**src/rtl/serial_out_ctrl.sv**
```systemverilog
// serial_out_ctrl: shares the single SERIAL_OUT pin between the CPU byte path
// (requester 0) and the debug/trace byte path (requester 1). A round-robin
// arbiter picks one byte per frame. A shift engine then sends it as an
// asynchronous frame: start bit, 8 data bits LSB first, optional parity, stop.
// Optional feature macro: SERIAL_PARITY_EN (inserts an even-parity bit).
//
// state    | meaning
// ---------+---------------------------------------------------------------
// S_IDLE   | line high, not busy; arbitrate registered requests
// S_START  | start bit, line low
// S_DATA   | data bits 0..7 from the shift register LSB
// S_PARITY | even parity over the captured byte (SERIAL_PARITY_EN only)
// S_STOP   | stop bit, line high
module serial_out_ctrl #(
  parameter int CLKS_PER_BIT = 4
) (
  input  logic       CLK,
  input  logic       CLR,
  input  logic       REQ0,
  input  logic [7:0] DATA0,
  output logic       ACK0,
  input  logic       REQ1,
  input  logic [7:0] DATA1,
  output logic       ACK1,
  output logic       SERIAL_OUT,
  output logic       BUSY,
  output logic       GRANT_ID
);

  localparam int CNT_W = (CLKS_PER_BIT > 1) ? $clog2(CLKS_PER_BIT) : 1;
  localparam logic [CNT_W-1:0] CNT_MAX = CNT_W'(CLKS_PER_BIT - 1);

  typedef enum logic [2:0] {
    S_IDLE,
    S_START,
    S_DATA,
    S_PARITY,
    S_STOP
  } state_t;

  state_t           state_q, state_d;
  logic [CNT_W-1:0] baud_q;
  logic [2:0]       bit_q;
  logic [7:0]       shift_q;
  logic             req0_q, req1_q;
  logic             prio_q;
  logic             grant_id_q;
  logic             ack0_q, ack1_q;
  logic             bit_end;
  logic             grant;
  logic             win;
  logic             line;
  logic [7:0]       data_sel;
`ifdef SERIAL_PARITY_EN
  logic             par_q;
`endif

  assign bit_end = (baud_q == '0);

  // State register.
  always_ff @(posedge CLK) begin
    if (CLR) state_q <= S_IDLE;
    else     state_q <= state_d;
  end

  // Next state, arbitration decision and serial line level.
  always_comb begin
    state_d  = state_q;
    grant    = 1'b0;
    win      = 1'b0;
    line     = 1'b1;
    data_sel = DATA0;
    case (state_q)
      S_IDLE: begin
        if (req0_q || req1_q) begin
          grant   = 1'b1;
          // Requester 1 wins when alone, or when both pend and it holds priority.
          win     = req1_q && (!req0_q || prio_q);
          state_d = S_START;
        end
        data_sel = win ? DATA1 : DATA0;
      end
      S_START: begin
        line = 1'b0;
        if (bit_end) state_d = S_DATA;
      end
      S_DATA: begin
        line = shift_q[0];
        if (bit_end && (bit_q == 3'd0)) begin
`ifdef SERIAL_PARITY_EN
          state_d = S_PARITY;
`else
          state_d = S_STOP;
`endif
        end
      end
`ifdef SERIAL_PARITY_EN
      S_PARITY: begin
        line = par_q;
        if (bit_end) state_d = S_STOP;
      end
`endif
      S_STOP: begin
        if (bit_end) state_d = S_IDLE;
      end
      default: state_d = S_IDLE;
    endcase
  end

  // Request sampling, grant bookkeeping, baud/bit counters and shift register.
  // Requests pass through one register stage, so a grant lands one edge after
  // the request is sampled; the registered copy also lets a requester still
  // high during STOP be granted right after a single IDLE cycle.
  always_ff @(posedge CLK) begin
    if (CLR) begin
      req0_q     <= 1'b0;
      req1_q     <= 1'b0;
      prio_q     <= 1'b0;
      grant_id_q <= 1'b0;
      ack0_q     <= 1'b0;
      ack1_q     <= 1'b0;
      baud_q     <= '0;
      bit_q      <= 3'd0;
      shift_q    <= 8'd0;
`ifdef SERIAL_PARITY_EN
      par_q      <= 1'b0;
`endif
    end else begin
      req0_q <= REQ0;
      req1_q <= REQ1;
      ack0_q <= grant && !win;
      ack1_q <= grant && win;
      if (grant) begin
        shift_q    <= data_sel;
        grant_id_q <= win;
        prio_q     <= !win;
        baud_q     <= CNT_MAX;
        bit_q      <= 3'd7;
`ifdef SERIAL_PARITY_EN
        par_q      <= ^data_sel;
`endif
      end else if (state_q != S_IDLE) begin
        if (bit_end) begin
          baud_q <= CNT_MAX;
          if (state_q == S_DATA) begin
            shift_q <= {1'b0, shift_q[7:1]};
            bit_q   <= bit_q - 3'd1;
          end
        end else begin
          baud_q <= baud_q - CNT_W'(1);
        end
      end
    end
  end

  assign SERIAL_OUT = line;
  assign BUSY       = (state_q != S_IDLE);
  assign ACK0       = ack0_q;
  assign ACK1       = ack1_q;
  assign GRANT_ID   = grant_id_q;

endmodule
```
**config.mk**
```make
export PLATFORM = sky130hd
export DESIGN_NAME = serial_out_ctrl
export DESIGN_NICKNAME = d
export VERILOG_FILES = /design/src/rtl/serial_out_ctrl.sv
export SDC_FILE = /design/constraint.sdc
export NUM_CORES = 1
export LEC_CHECK = 0
export CAP_MARGIN = 20
export CORE_MARGIN = 2
export CORE_UTILIZATION = 45
export CTS_CLUSTER_DIAMETER = 40
export DETAILED_ROUTE_END_ITERATION = 16
export PLACE_DENSITY = 0.79
export SETUP_SLACK_MARGIN = 0.15
export SLEW_MARGIN = 20
export SYNTH_ARGS = -nofsm -noshare
export SYNTH_HDL_FRONTEND = slang
export SYNTH_SLANG_ARGS = --single-unit
```
**constraint.sdc**
```tcl
create_clock -name CLK -period 1.4 [get_ports CLK]
set_input_delay 0.21 -clock CLK [delete_from_list [all_inputs] [get_ports CLK]]
set_output_delay 0.21 -clock CLK [all_outputs]
set_load 0.01 [all_outputs]
```
Yosys cells after proc, flatten, opt, wreduce, memory -nomap -nowiden:

Cells that the tools add are included.

* input bits: 20
* word-level logic and storage cells: 60
* output and inout port bits: 5
* flip-flop bits (word level): 22

* reductions and logical operators: 17
* equal/unequal tests: 7
* add/subtract/negate cells: 2
* mux-type cells: 24

Operator list (number)
* $mux W8: 6
* $mux W3: 8
* $pmux W3 S4: 1
* $ne A2 B2 Y1 const B: 4
* $logic_not A3 Y1: 2
* $mux W2: 3
* $reduce_bool A2 Y1: 3
* $mux W1: 5
* $logic_and A1 B1 Y1: 4
* $reduce_and A4 Y1: 1
* $eq A3 B1 Y1 const B: 1
* $eq A3 B2 Y1 const B: 1
* $eq A3 B3 Y1 const B: 1
* $reduce_and A3 Y1: 1
* $reduce_bool A3 Y1: 1
* $sub A3 B1 Y3 const B: 1
* $logic_not A1 Y1: 2
* $logic_not A2 Y1: 1
* $logic_or A1 B1 Y1: 2
* $pmux W1 S2: 1
* $sub A2 B1 Y2 const B: 1

Depth between registers and ports, before layout:

* depth in word-level cells: 8
* gate-level depth with buffers: 6
* gate-level depth less buffers: 5

Least setup slack after synthesis:

OpenSTA, ideal clock, no wires.

* path kind: reg-to-output
* start point: register state_q[1]
* end point: output port SERIAL_OUT
* setup slack: 0.068 ns
* data required time: 1.190 ns
* buffers on the path: 1
* arrival: 1.122 ns
* stages on the path, launching flop included: 5
* path through: dfxtp_1 buf_2 nor2b_1 a21oi_1 or2_1

* cells in the longest elaborated chain, start to end: 2
* elaborated cells between the ends (all ways): 3
* classes of those cells: eq/ne (2); mux (1)

Ends and longest elaborated chain
* start, declared: line 41 `state_t state_q, state_d;`
* start signal, assigned: line 63 `else state_q <= state_d;`
* $eq A3 B2 Y1 / $eq A3 B1 Y1 (equally long branches): line 73 `case (state_q)`
* $pmux W1 S2 *: line 73
* end, declared: line 25 `output logic SERIAL_OUT,`

Every way passes the cells marked *; elsewhere a longest branch is shown, timed or not.

Worst setup path in the final report:

* start point: register state_q[0]
* end point: output port BUSY

* cells in the longest elaborated chain, start to end: 1

Ends and longest elaborated chain
* $reduce_bool A3 Y1: line 157 `assign BUSY = (state_q != S_IDLE);`
* end, declared: line 26 `output logic BUSY,`

No other way between the ends.

==> reports/metrics.yaml <==
avgSynthCellArea_um2: 9.31
cap_violations: 0
post_synth_num_cell_types: 41
cp-start-kind: "register"
grt_pass1_wl_um: 5830
dp_slack_ns: -0.0914
syn_inst: 128
yosys_warnings: 0
io_buffers: 24
cts_root_buf: "clkbuf_4"
fin_ws_ns: -0.145
coreArea_um2: 2500
yosys.area.top_type_share_pct: 37.0
syn_area_um2: 1190
rsz0062_at_grt: "yes"
fmax_mhz: 647
routedWlPerCell_um: 20.3
final-instance-count-excl-fill: 208
antenna_found_initial: 0
ant_nets: 0
grt_pass1_vias: 1238
finalSetupViolCount: 17
path_clk_slew_ns: 0.14
die_h_um: 55.5
cp_max_fo: 4
hp-start: "REQ0"
routabilityCongestion: 0.798
relSlewSlack_pct: 69.0
cts_tree: "built"
utilization_pct: 78.5
rr_worst_depth: 6
worstMarginPinSlew_ns: 0.465
yosysSeqAreaShare_pct: 37.0
critPathRequiredTime_ns: 1.19
final.min_clock_period_ns: 1.54
synthTopCellsByArea: "dfxtp_1 37%, a32o_2 6.6%, nand4b_1 5.1%"
yosysTopAreaCell: "dfxtp_1"
hold_buffers: 0
grt_max_degree: 17
numCtsBuffers: 3
end_kind: "primary output"
drc: 0
start_util_pct: 47.6
n_fill_cell: 155
outcome: "complete, but fails checks"
ys_seq_elements: 22
post-place-cells: 189
dr.pass1.iters: 4
startpoint: "state_q[0]"
power.leakage_nw: 0.774
synth_fp_nets: 151
drt-vias-per-instance: 6.25
cp_data_arrival_time_ns: 1.33
insertion_delay_ns: 0.33
grt_overflow: 0
criticalPathCategory: "register to primary output"
drv_slew: 0
finalHoldViolations: 0
finalCritPeriodShare_pct: 110
die_x_um: 55.5
clock_path_buffers: 2
violations: "setup timing"
via_count: 1300
cts.sink_count: 22
holdCritPathClass: "primary input to register"
r2r-start: "state_q[0]"
drt_iter0_drc: 110
hold_slack_ns: 0.435
whs_path_depth: 2
ios: 25
dpl.hpwl_um: 2180
finalNetCount: 202
power_density_nw_per_um2: 1070
area_delta_synth_final_pct: 64.8
h-tree-depth: 1
drive_gt1_share_pct: 44.9
ir_drop_uv: 1020
fp-row-count: 18
die_area_um2: 3070
diodes: 0
grt_usage_pct: 23.6
fin_skew_ns: 0.00988
wirelength_um: 4210
==> cell type report <==
type | count | area [um^2] | area share, %
Sequential cell | 22 | 452 | 23.0
Tap cell | 30 | 37.5 | 1.91
Inverter | 8 | 32.5 | 1.66
Multi-Input combinational cell | 89 | 808 | 41.2
Timing Repair Buffer | 55 | 597 | 30.4
Clock buffer | 4 | 36.3 | 1.85
==> report_power, final <==
part | leakage [nW] | switching [W] | internal [W]
logic | 0.569 | 0.000413 | 0.000541
clock network | 0.0210 | 0.000222 | 0.000159
registers | 0.184 | 0.0000629 | 0.000703
==> flip-flops by register name, indices dropped and copies added, names as in the netlist <==
| name | cells |
|---|---|
| prio_q | 1 |
| ACK1 | 1 |
| ACK0 | 1 |
| req1_q | 1 |
| req0_q | 1 |
| baud_q | 2 |
| GRANT_ID | 1 |
| state_q | 3 |
| bit_q | 3 |
| shift_q | 8 |
==> cell usage in the layout, fill, tap and decap left out, types with 2 or more instances in the layout <==
cell             instances
dfxtp_4                  2
nand2b_1                 4
dfxtp_1                 17
inv_1                    5
nand4b_1                 7
dlygate4sd2_1            3
a31oi_4                  2
buf_12                   2
a32o_2                   7
clkbuf_4                 3
a311oi_2                 2
a21oi_1                  7
nor2b_1                  2
nor2_1                   2
nor2b_4                  2
dfxtp_2                  3
buf_4                   15
nor3b_2                  2
a21oi_2                  4
nand3b_1                 8
clkdlybuf4s50_1         19
or3_4                    2
buf_8                    2
nand4_1                  2
ha_1                     2
o21ai_2                  2
buf_16                   2
nand3_1                  7
nor3_4                   2
inv_2                    2
buf_6                   10
==> Yosys cell counts <==
library cell	instances
a211oi_1	1
a21boi_2	1
a21o_1	1
a21oi_1	11
a22oi_1	1
a311o_1	1
a311oi_1	3
a31o_2	1
a31oi_1	2
a31oi_4	1
a32o_2	7
a32oi_1	1
and2_1	1
and3_1	1
buf_2	3
buf_6	2
clkbuf_1	4
dfxtp_1	22
ha_1	3
inv_1	8
mux2_2	1
nand2_1	1
nand2b_1	5
nand3_1	8
nand3b_1	8
nand4_1	2
nand4b_1	7
nor2_1	2
nor2_2	1
nor2b_1	4
nor3_1	2
nor3_4	1
nor3b_1	2
nor4_1	1
o21ai_0	2
o21ai_2	1
o21bai_1	1
o22ai_1	1
or2_1	1
or3_1	1
or3_4	1
==> kinds of logic after synthesis <==
family | count (synthesis) | share of synthesized area [%]
muxes | 1 | 0.945
AOI/OAI and AO/OA | 36 | 24.2
and+or+nand+nor | 49 | 27.8
DFF | 22 | 37.0
adders and majority gates | 3 | 3.15
buffers and inverters | 17 | 6.93
==> metal layers <==
layer | global-route usage, % | share of wire (%) | up-vias | wire (um)
met5 | 0 | 0 | - | 0
met4 | 11.1 | 3.1 | 0 | 129
met3 | 4.68 | 5.5 | 14 | 233
met2 | 37.4 | 51 | 64 | 2150
met1 | 30.7 | 40 | 636 | 1700
li1 | - | - | 586 | -
==> metrics by stage <==
stage	area [um^2]	setup TNS, ns	total power (W)
4_1_cts	1780	-0.659	0.00187
2_1_floorplan	1190	0	0.00109
6_report	1960	-1.48	0.00210
5_1_grt	1960	-2.28	0.00220
3_3_place_gp	1540	-0.345	0.00128
3_5_place_dp	1540	-0.621	0.00130
==> worst max-delay path, cell delays in order, from the launching register on <==
cell	delay, ns
dfxtp_4	0.40
buf_6	0.12
nor3_4	0.20
buf_6	0.14
inv_4	0.03
buf_6	0.11
==> worst paths after layout <==
kind	end	slack, ns
setup reg to reg	shift_q[5]	-0.13
hold reg to reg	GRANT_ID	0.47
hold / removal	req0_q	0.43
setup / recovery	BUSY	-0.14
==> what timing repair did <==
item                       4_1_cts  5_1_grt
resized for setup               47       22
setup endpoints to repair       22       21
gates cloned                     2        1
pin swaps                       19       14
buffers inserted                 5        7
(Power assumes the default switching activity.)
